### config.mk
export PLATFORM = sky130hd
export DESIGN_NAME = commit_free_queue_flat
export DESIGN_NICKNAME = d
export VERILOG_FILES = /design/src/rtl/commit_free_queue_if.sv /design/src/rtl/commit_free_queue.sv /design/src/flat_wrapper.sv
export SDC_FILE = /design/constraint.sdc
export NUM_CORES = 1
export LEC_CHECK = 0
export CAP_MARGIN = 20
export CORE_ASPECT_RATIO = 2
export CORE_MARGIN = 5
export CORE_UTILIZATION = 50
export DETAILED_ROUTE_END_ITERATION = 12
export PLACE_DENSITY = 0.71
export SLEW_MARGIN = 25
export SYNTH_ARGS = -nofsm -noshare
export SYNTH_HDL_FRONTEND = slang
export SYNTH_SLANG_ARGS = --single-unit
### constraint.sdc
create_clock -name clk -period 3.5 [get_ports clk]
set_clock_uncertainty 0.05 [all_clocks]
set_input_delay 0.35 -clock clk [delete_from_list [all_inputs] [get_ports clk]]
set_output_delay 0.35 -clock clk [all_outputs]
set_load 0.01 [all_outputs]
### src/rtl/commit_free_queue_if.sv
// Bundle of signals between ROB retirement, the commit-free queue and the
// rename stage's commit-free port. The queue connects through the slave
// modport. The master modport is the view the ROB/rename side takes.
interface commit_free_queue_if #(
    parameter int N_PHYS   = 64,
    parameter int COMMIT_W = 2,
    parameter int DEPTH    = 16
);
    localparam int PW = $clog2(N_PHYS);
    localparam int CW = $clog2(DEPTH + 1);

    logic [COMMIT_W-1:0]         commit_valid_i;
    logic [COMMIT_W-1:0][PW-1:0] commit_preg_i;
    logic                        commit_ready_o;
    logic                        recover_i;
    logic                        free_valid_o;
    logic [PW-1:0]               free_preg_o;
    logic [CW-1:0]               count_o;
    logic                        overflow_o;

    modport slave (
        input  commit_valid_i, commit_preg_i, recover_i,
        output commit_ready_o, free_valid_o, free_preg_o, count_o, overflow_o
    );

    modport master (
        output commit_valid_i, commit_preg_i, recover_i,
        input  commit_ready_o, free_valid_o, free_preg_o, count_o, overflow_o
    );
endinterface

### src/rtl/commit_free_queue.sv
// Commit-free queue. It buffers physical registers that ROB commit releases,
// up to COMMIT_W in each cycle. It hands them to rename's single commit-free
// port at one per cycle. While recovery is active the output is held off,
// because rename's recovery rewrites its free-list tail and would lose a free
// accepted in the same cycle. Queued entries survive recovery.
// p0 releases are discarded. Any release that arrives while ready is low is
// dropped and raises a sticky overflow flag.
module commit_free_queue #(
    parameter int N_PHYS   = 64,
    parameter int COMMIT_W = 2,
    parameter int DEPTH    = 16
) (
    input  logic clk,
    input  logic rst,
    commit_free_queue_if.slave bus
);
    localparam int PW = $clog2(N_PHYS);
    localparam int AW = $clog2(DEPTH);
    localparam int CW = $clog2(DEPTH + 1);
    localparam int KW = $clog2(COMMIT_W + 1);

    logic [PW-1:0]       mem_q [DEPTH];
    logic [AW-1:0]       head_q, head_d;
    logic [AW-1:0]       tail_q, tail_d;
    logic [CW-1:0]       count_q, count_d;
    logic                overflow_q, overflow_d;

    logic                ready;
    logic                deq;
    logic [COMMIT_W-1:0] live;
    logic [COMMIT_W-1:0] wr_en;
    logic [AW-1:0]       wr_addr [COMMIT_W];
    logic [KW-1:0]       k;

    // Ready depends only on registered occupancy. An in-flight dequeue does
    // not widen the window.
    assign ready = (count_q <= CW'(DEPTH - COMMIT_W));
    assign deq   = (count_q != '0) && !bus.recover_i;

    // Pack the live lanes (valid and not p0) onto consecutive slots starting
    // at tail, in lane order.
    always_comb begin
        // NOTE: every always_comb output gets a default before any branch so no latch is inferred.
        k     = '0;
        live  = '0;
        wr_en = '0;
        for (int l = 0; l < COMMIT_W; l++) begin
            wr_addr[l] = tail_q + AW'(k);
            live[l]    = bus.commit_valid_i[l] && (bus.commit_preg_i[l] != '0);
            if (ready && live[l]) begin
                wr_en[l] = 1'b1;
                k        = k + KW'(1);
            end
        end
    end

    // Compute the next pointer, occupancy and sticky overflow values.
    always_comb begin
        head_d     = head_q + AW'(deq);
        tail_d     = tail_q + AW'(k);
        count_d    = count_q + CW'(k) - CW'(deq);
        overflow_d = overflow_q | (!ready && (|live));
    end

    // Control state. Reset clears it asynchronously.
    always_ff @(posedge clk or negedge rst) begin
        if (!rst) begin
            // NOTE: sequential state uses non-blocking assignments so every flop samples pre-edge values.
            head_q     <= '0;
            tail_q     <= '0;
            count_q    <= '0;
            overflow_q <= 1'b0;
        end else begin
            head_q     <= head_d;
            tail_q     <= tail_d;
            count_q    <= count_d;
            overflow_q <= overflow_d;
        end
    end

    // Storage array. Each live lane writes its compacted slot.
    // NOTE: the memory has no reset; count gates validity, so clearing it would only cost area and timing.
    always_ff @(posedge clk) begin
        for (int l = 0; l < COMMIT_W; l++) begin
            if (wr_en[l]) begin
                mem_q[wr_addr[l]] <= bus.commit_preg_i[l];
            end
        end
    end

    assign bus.commit_ready_o = ready;
    assign bus.free_valid_o   = deq;
    assign bus.free_preg_o    = mem_q[head_q];
    assign bus.count_o        = count_q;
    assign bus.overflow_o     = overflow_q;

endmodule

### src/flat_wrapper.sv
// flat-port wrapper written by rule: the top's interface ports become plain ports
module commit_free_queue_flat 
#(
    parameter int N_PHYS   = 64,
    parameter int COMMIT_W = 2,
    parameter int DEPTH    = 16
)
  (clk, rst, bus_commit_valid_i, bus_commit_preg_i, bus_recover_i, bus_commit_ready_o, bus_free_valid_o, bus_free_preg_o, bus_count_o, bus_overflow_o);
  commit_free_queue_if #(.N_PHYS(N_PHYS), .COMMIT_W(COMMIT_W), .DEPTH(DEPTH)) bus_i ();
  input  logic clk;
  input  logic rst;
  input wire logic [$bits(bus_i.commit_valid_i)-1:0] bus_commit_valid_i;
  input wire logic [$bits(bus_i.commit_preg_i)-1:0] bus_commit_preg_i;
  input wire logic [$bits(bus_i.recover_i)-1:0] bus_recover_i;
  output wire logic [$bits(bus_i.commit_ready_o)-1:0] bus_commit_ready_o;
  output wire logic [$bits(bus_i.free_valid_o)-1:0] bus_free_valid_o;
  output wire logic [$bits(bus_i.free_preg_o)-1:0] bus_free_preg_o;
  output wire logic [$bits(bus_i.count_o)-1:0] bus_count_o;
  output wire logic [$bits(bus_i.overflow_o)-1:0] bus_overflow_o;
  assign bus_i.commit_valid_i = bus_commit_valid_i;
  assign bus_i.commit_preg_i = bus_commit_preg_i;
  assign bus_i.recover_i = bus_recover_i;
  assign bus_commit_ready_o = bus_i.commit_ready_o;
  assign bus_free_valid_o = bus_i.free_valid_o;
  assign bus_free_preg_o = bus_i.free_preg_o;
  assign bus_count_o = bus_i.count_o;
  assign bus_overflow_o = bus_i.overflow_o;
  commit_free_queue #(.N_PHYS(N_PHYS), .COMMIT_W(COMMIT_W), .DEPTH(DEPTH)) u_core (.clk(clk), .rst(rst), .bus(bus_i));
endmodule
# Word level (Yosys, flattened, before mapping)
# Memories as Yosys holds them, arrays and structs flattened.
# Index checks and enable logic that the tools add are counted.
[word_totals]
ff_bits = 14
ramBits = 96
input_bits = 17
out_inout_bits = 14
wordCells = 33
memories = 1
[classes]
n_addsub = 6
n_lt_le_gt_ge = 1
muxes = 8
n_bitwise = 1
n_reduce_logical = 12
[memory_table]
columns = ["memory", "depth", "word_bits", "read_ports", "rd_clocked_by_memory_dff", "wr", "line", "source"]
rows = [
  ["u_core.mem_q", 16, 6, 1, 0, 2, "commit_free_queue.sv:22", "logic [PW-1:0] mem_q [DEPTH];"],
]
[op_table]
columns = ["cell", "count"]
rows = [
  ["nonzero test 6 bit", 2],
  ["adder 4 x 1 -> 4 bit", 2],
  ["2-to-1 mux 1 bit", 7],
  ["logical AND 1 bit", 6],
  ["adder 5 x 2 -> 5 bit", 1],
  ["less-or-equal comparator 5 x 4 -> 1 bit (second input constant)", 1],
  ["nonzero test 5 bit", 1],
  ["subtractor 5 x 1 -> 5 bit", 1],
  ["adder 4 x 2 -> 4 bit", 1],
  ["adder 1 x 1 -> 2 bit (second input constant)", 1],
  ["zero test 1 bit", 2],
  ["2-to-1 mux 2 bit", 1],
  ["OR reduction 2 bit", 1],
  ["OR 1 bit", 1],
]

# Depth between registers and ports, before layout
# Gate-level depths: netlist of the first run.
[logic_depth]
word_depth = 8
ltp_mapped = 13
ltp_nobuf = 13

# Worst setup path after synthesis of the first run
# OpenSTA, ideal clock, no wires.
[synth_path]
path_type = "input to register"
startpoint = "input bus_commit_preg_i[0]"
endpoint = "memory u_core.mem_q[8][0] (netlist bit), enable pin"
arrival_ps = 3175
required_time_ps = 3185
setup_slack_ps = 10
stages = 12
path_buffers = 2
cell_sequence = "or4_1 o31ai_1 nor2_1 ha_1 ha_1 buf_1 and2_1 a21o_1 a22oi_2 nor2b_1 buf_2 or2_2"
[synth_lines]
columns = ["item", "line", "source"]
rows = [
  ["start, declared", "flat_wrapper.sv:13", "input wire logic [$bits(bus_i.commit_preg_i)-1:0] bus_commit_preg_i;"],
  ["end, declared", "commit_free_queue.sv:22", ""],
]

==> impl_metrics.tcl, run 1 <==
set metrics [dict create \
    fmax_mhz 295 \
    yosysTopAreaCell "edfxtp_1" \
    htreeDepth 3 \
    finalCritPeriodShare_pct 96.9 \
    clock_sinks 110 \
    r2r-end "u_core.mem_q[4][2]" \
    synth-seq-cells 110 \
    wl_um 14200 \
    clk_pin_slew_worst_paths_ps 70 \
    clockBufferDepth 2 \
    grt_pass1_vias 3871 \
    path_max_fanout 6 \
    insertion_delay_ps 340 \
    irDropWorstVdd_v 0.000512 \
    drtIter0Drc 208 \
    power_density_nw_per_um2 728 \
    drive_gt1_share_pct 47.8 \
    slew_violations 0 \
    die_h_um 167 \
    regArea_um2 3230 \
    cts_hold_buffers 0 \
    ys_warn_count 0 \
    r2r_start "u_core.bus.count_o[2]" \
    ys_seq_area_share_pct 52.3 \
    multi_input_area_um2 2760 \
    holdCritPathClass "in -> async" \
    reg2reg_setup_slack_ps 270 \
    synth_edf_count 96 \
    grt_max_degree 25 \
    fillers 964 \
    initial_utilization_pct 51.0 \
    total_power_mw 5.29 \
    slew_headroom_pct 37.1 \
    syn_to_final_growth_pct 17.5 \
    hpwlAfterDp_um 10600 \
    status "finished, final reports clean" \
    clockRootBuffer "clkbuf_16" \
    crit_type "in -> reg" \
    tightest_slew_ps 936 \
    portBuffers 30 \
    worstPathRequired_ps 3550 \
    ys_types 43 \
    core_um2 12100 \
    numCtsBuffers 9 \
    period_minus_slack_ps 3390 \
    synthArstFlopShare_pct 12.7 \
    syn_inst 388 \
    rr_worst_depth 12 \
    startpoint_type "primary input" \
    fin_ws_ps 107 \
    maxCapViolations 0 \
    synthFlopType "edfxtp_1" \
    vias 3496 \
    post-place-ws_ps -582 \
    antenna_found_initial 0 \
    vias_per_cell 5.84 \
    drc 0 \
    row_count 57 \
    ios 31 \
    grt_pass1_wl_um 22100 \
    timing_hold_violations_final 0 \
    setup_viol 0 \
    place_congestion 0.871 \
    antenna_cells 0 \
    synthesis.nets 423 \
    grt.total_usage_pct 20.4 \
    tns_ps 0 \
    ant_nets 0 \
    rsz0062_at_grt "false" \
    fin_nets 482 \
    end_kind "flip-flop" \
    post_drt_wl_per_cell_um 23.7 \
    worst_hold_slack_ps 354 \
    grt_overflow_total 0 \
    leakagePower_nw 2.64 \
    fin_util_pct 59.9 \
    synth_area_per_cell_um2 15.9 \
    synth_top_cell_area_share_pct 46.6 \
    die_w_um 88.6 \
    cts_tree "built" \
    arrival_ps 3440 \
    synthTopCellsByArea "edfxtp_1 47%, mux2_2 14%, mux4_2 11%" \
    synth.cell_area_um2 6180 \
    firstDrtPassIters 5 \
    die-area_um2 14800 \
]
-- metal layers --
metal  global-route usage [%]  vias up  share of wire, %
met1                     22.0     1765                34
met5                        0        -                 0
li1                         -     1642                 -
met4                     7.17        0               2.9
met3                     3.20       13               3.3
met2                     38.5       76                60
-- synthesized netlist by cell type (4+ instances only) --
cell,number
nor2_1,7
mux2_2,75
dfrtp_1,14
a21oi_1,5
o22ai_1,6
nor2_4,9
clkbuf_1,18
or4_1,4
mux2_4,18
nand2b_4,4
ha_1,16
xnor2_1,4
buf_2,7
mux4_2,30
buf_6,6
o31ai_1,4
inv_1,17
nand2_1,4
edfxtp_1,96
-- through the flow --
stage	instance area, um^2	cells
after CTS	7260	599
after global routing	7270	599
final	7270	599
after floorplan	6180	388
after detailed placement	6900	582
after global placement	6900	582
-- state kept, by name, summed over array words and instances (netlist names) --
register	count
u_core.tail_q	4
u_core.bus.overflow_o	1
u_core.mem_q	96
u_core.bus.count_o	5
u_core.head_q	4
-- repair_timing --
item / in CTS / in global routing
pin swaps: 5 / 2
resized for setup: 9 / 2
endpoints found under the setup margin: 152 / 83
gates cloned: 0 / 0
buffers inserted: 1 / 0
-- layout make-up --
| class | instances | area share, % |
|---|---|---|
| Multi-Input combinational cell | 228 | 38.0 |
| Timing Repair Buffer | 81 | 10.0 |
| Tap cell | 147 | 2.53 |
| Clock buffer | 9 | 3.10 |
| Inverter | 17 | 0.878 |
| Sequential cell | 110 | 44.5 |
| Clock inverter | 7 | 0.999 |
-- how the worst max path moves through the flow --
stage / from / to / slack (ps) / depth (start not counted)
finish: bus_commit_preg_i[0] / u_core.mem_q[15][5] / 110 / 11
floorplan: bus_commit_preg_i[0] / u_core.mem_q[8][0] / 10 / 12
CTS: bus_commit_preg_i[0] / u_core.mem_q[15][5] / 20 / 11
detailed placement: bus_commit_preg_i[0] / u_core.mem_q[3][1] / -580 / 11
global route: bus_commit_preg_i[0] / u_core.mem_q[15][5] / 20 / 11
global placement: bus_commit_preg_i[0] / u_core.mem_q[3][1] / -500 / 11
-- where the power goes --
| part | leakage, nW | internal (mW) | switching (mW) | total (mW) |
|---|---|---|---|---|
| clock | 0.145 | 0.558 | 0.454 | 1.01 |
| combinational | 1.46 | 1.25 | 1.13 | 2.38 |
| sequential | 1.03 | 1.70 | 0.204 | 1.90 |
| total | 2.64 | 3.50 | 1.79 | 5.29 |
-- logic make-up after synthesis --
| group | Yosys count | share of synthesized area, % |
|---|---|---|
| flops | 110 | 52.3 |
| fa+ha+maj | 18 | 3.88 |
| buf+inv | 50 | 3.90 |
| simple gates | 47 | 5.62 |
| mux | 127 | 29.7 |
| compound gates | 29 | 3.66 |
| xor+xnor | 7 | 0.991 |
-- critical path, cell delays in order --
cell and delay [ps]:
clkdlybuf4s50_1 430, or4_4 550, o31ai_4 260, nor2_2 70, ha_2 200, ha_4 270
inv_1 50, or4_1 520, buf_6 170, nor2_4 190, mux2_2 370
-- placed cells by master, fill, tap and decap left out, types with 2 or more instances in the layout --
master           count
fa_1                 2
clkinv_4             2
nor3_1               2
mux2_4              18
nand2b_1             3
or4_1                2
buf_4               46
o22ai_1              5
buf_6                2
o32a_1               2
or4_4                3
nand2_1              4
clkdlybuf4s50_1     30
mux2_1               3
a21o_1               2
dfrtp_1             14
nor2_4               9
nand2b_4             4
mux2_2              75
inv_1               17
or2_2                3
a21oi_1              5
o31ai_4              2
nand3_1              2
mux4_2              30
inv_6                2
o32ai_1              3
xor2_1               3
ha_1                14
clkbuf_16            9
nor2b_1              3
nor2_1               6
o31ai_1              2
edfxtp_1            96
o21ai_0              2
xnor2_1              4
or3_1                2
buf_12               3
clkinv_1             2
Power figures use the tool's default switching activity.
==> inputs of run 2 (changes only) <==
CORE_MARGIN = unset   (was 5)
==> impl_metrics.tcl, run 2 (same netlist as run 1, synthesis figures left out) <==
set metrics [dict create \
    wl_um 14400 \
    clockRootBuffer "clkbuf_16" \
    clk_pin_slew_worst_paths_ps 70 \
    stdcell_area_um2 7250 \
    end_kind "flip-flop" \
    period_minus_slack_ps 3420 \
    path_cells "clkdlybuf4s50_1 > or4_4 > o31ai_4 > buf_4 > nor2_1 > ha_2 > ha_4 > inv_1 > or4_1 > buf_4 > nor2_4 > mux2_2" \
    netSwitchingFraction_pct 34.2 \
    holdCritPathClass "in -> async" \
    placed_cells 579 \
    ant_nets 0 \
    rr_worst_depth 11 \
    clockBufferDepth 2 \
    vias_per_cell 5.98 \
    startpoint_type "primary input" \
    cts_hold_buffers 0 \
    clock_sinks 110 \
    die-area_um2 12800 \
    insertion_delay_ps 350 \
    slew_violations 0 \
    met2_wirelength_um 8260 \
    htreeDepth 3 \
    irDropWorstVdd_v 0.000567 \
    stdcell_count 595 \
    grt_max_degree 27 \
    fillers 942 \
    path_max_fanout 7 \
    layout_common_cells "96 x edfxtp_1, 71 x mux2_2, 44 x buf_4" \
    grt_pass1_vias 3885 \
    p_seq_share_pct 35.9 \
    grt.total_usage_pct 25.1 \
    wl_met3_um 446 \
    maxCapViolations 0 \
    clkPwrFrac_pct 19.5 \
    antenna_found_initial 0 \
    place_area_um2 6880 \
    fmax_mhz 292 \
    antenna_cells 0 \
    drive_gt1_share_pct 47.1 \
    grt_overflow_total 0 \
    post_drt_wl_per_cell_um 24.2 \
    syn_to_final_growth_pct 17.2 \
    core_um2 12100 \
    cp_slowest_cell "or4_1" \
    worstPathRequired_ps 3550 \
    crit_buf_inv 4 \
    fin_nets 478 \
    hpwlAfterDp_um 10800 \
    rsz0062_at_grt "false" \
    wl_met1_um 4880 \
    drc 0 \
    die_h_um 159 \
    ios 31 \
    place_congestion 0.886 \
    firstDrtPassIters 4 \
    timing_hold_violations_final 0 \
    row_count 57 \
    die_w_um 80.6 \
    tightest_slew_ps 1020 \
    crit_type "in -> reg" \
    slowest_delay_ps 490 \
    cts_tree "built" \
    numCtsBuffers 9 \
    portBuffers 30 \
    switchingPower_mw 1.80 \
    p_int_mw 3.47 \
    cpLargestDelayFamily "simple AND/OR/NAND/NOR gates" \
    grt_pass1_wl_um 22600 \
    routed.top_layer "met4" \
    slew_headroom_pct 31.5 \
    worst_hold_slack_ps 362 \
    setup_viol 0 \
    leakagePower_nw 2.65 \
    power_density_nw_per_um2 728 \
    crit_top_cell "buf_4" \
    initial_utilization_pct 51.0 \
    largest_reg_flops 96 \
    share_comb_of_total_power_pct 44.6 \
    finalCritPeriodShare_pct 97.8 \
    status "finished, final reports clean" \
    final_common_cell "edfxtp_1" \
    arrival_ps 3470 \
    drtIter0Drc 187 \
    vias 3556 \
    worstSetupPathDepth 12 \
]
## run 2: cell type report
class	instances	area [um^2]	share of cell area, %
sequential	110	3230	44.6
timing repair buffer	77	698	9.64
multi-input combinational	228	2770	38.2
inverter	17	63.8	0.881
clock inverter	6	70.1	0.967
tap	147	184	2.54
clock buffer	10	229	3.16
## run 2: power groups by stage
stage / Sequential, mW / Clock (mW) / Combinational (mW)
2_1_floorplan: 1.80 / 0 / 1.59
3_3_place_gp: 1.90 / 0 / 2.28
3_5_place_dp: 1.92 / 0 / 2.36
4_1_cts: 1.89 / 1.04 / 2.39
5_1_grt: 1.92 / 1.08 / 2.53
6_report: 1.89 / 1.03 / 2.35
## run 2: final timing paths
check	slack, ps	from	end
max in group asynchronous	2600	rst	u_core.bus.overflow_o
worst max register to register	340	u_core.bus.count_o[2]	u_core.mem_q[11][2]
worst max-delay path	80	bus_commit_preg_i[1]	u_core.mem_q[11][2]
worst min-delay path	360	rst	u_core.bus.count_o[3]
min in group clk	430	u_core.bus.overflow_o	u_core.bus.overflow_o
worst min register to register	430	u_core.bus.overflow_o	u_core.bus.overflow_o
## run 2: timing repair
item	CTS	global route
buffers inserted	1	0
hold endpoints to repair	0	0
endpoints found under the setup margin	56	91
pin swaps	3	3
resized for setup	5	11
## run 2: per-layer routing
layer	track usage [%]	vias up
met5	0	-
met4	14.3	0
met3	3.67	31
met2	45.0	84
met1	26.9	1813
li1	-	1628
## run 2: metrics by stage
| step | TNS [ps] | setup slack (ps) | power, mW | util [%] |
|---|---|---|---|---|
| 3_5_place_dp | -54560 | -488 | 4.27 | 56.8 |
| 3_3_place_gp | -48970 | -437 | 4.18 | 56.8 |
| 5_1_grt | 0 | 15.6 | 5.54 | 59.8 |
| 4_1_cts | 0 | 20.1 | 5.32 | 59.5 |
| 6_report | 0 | 76.5 | 5.27 | 59.8 |
| 2_1_floorplan | 0 | 9.83 | 3.40 | - |
==> inputs of run 3 (changes only) <==
SLEW_MARGIN = unset   (was 25)
==> results of run 3 <==
No change in the layout: final DEF, timing and power equal those of run 2.
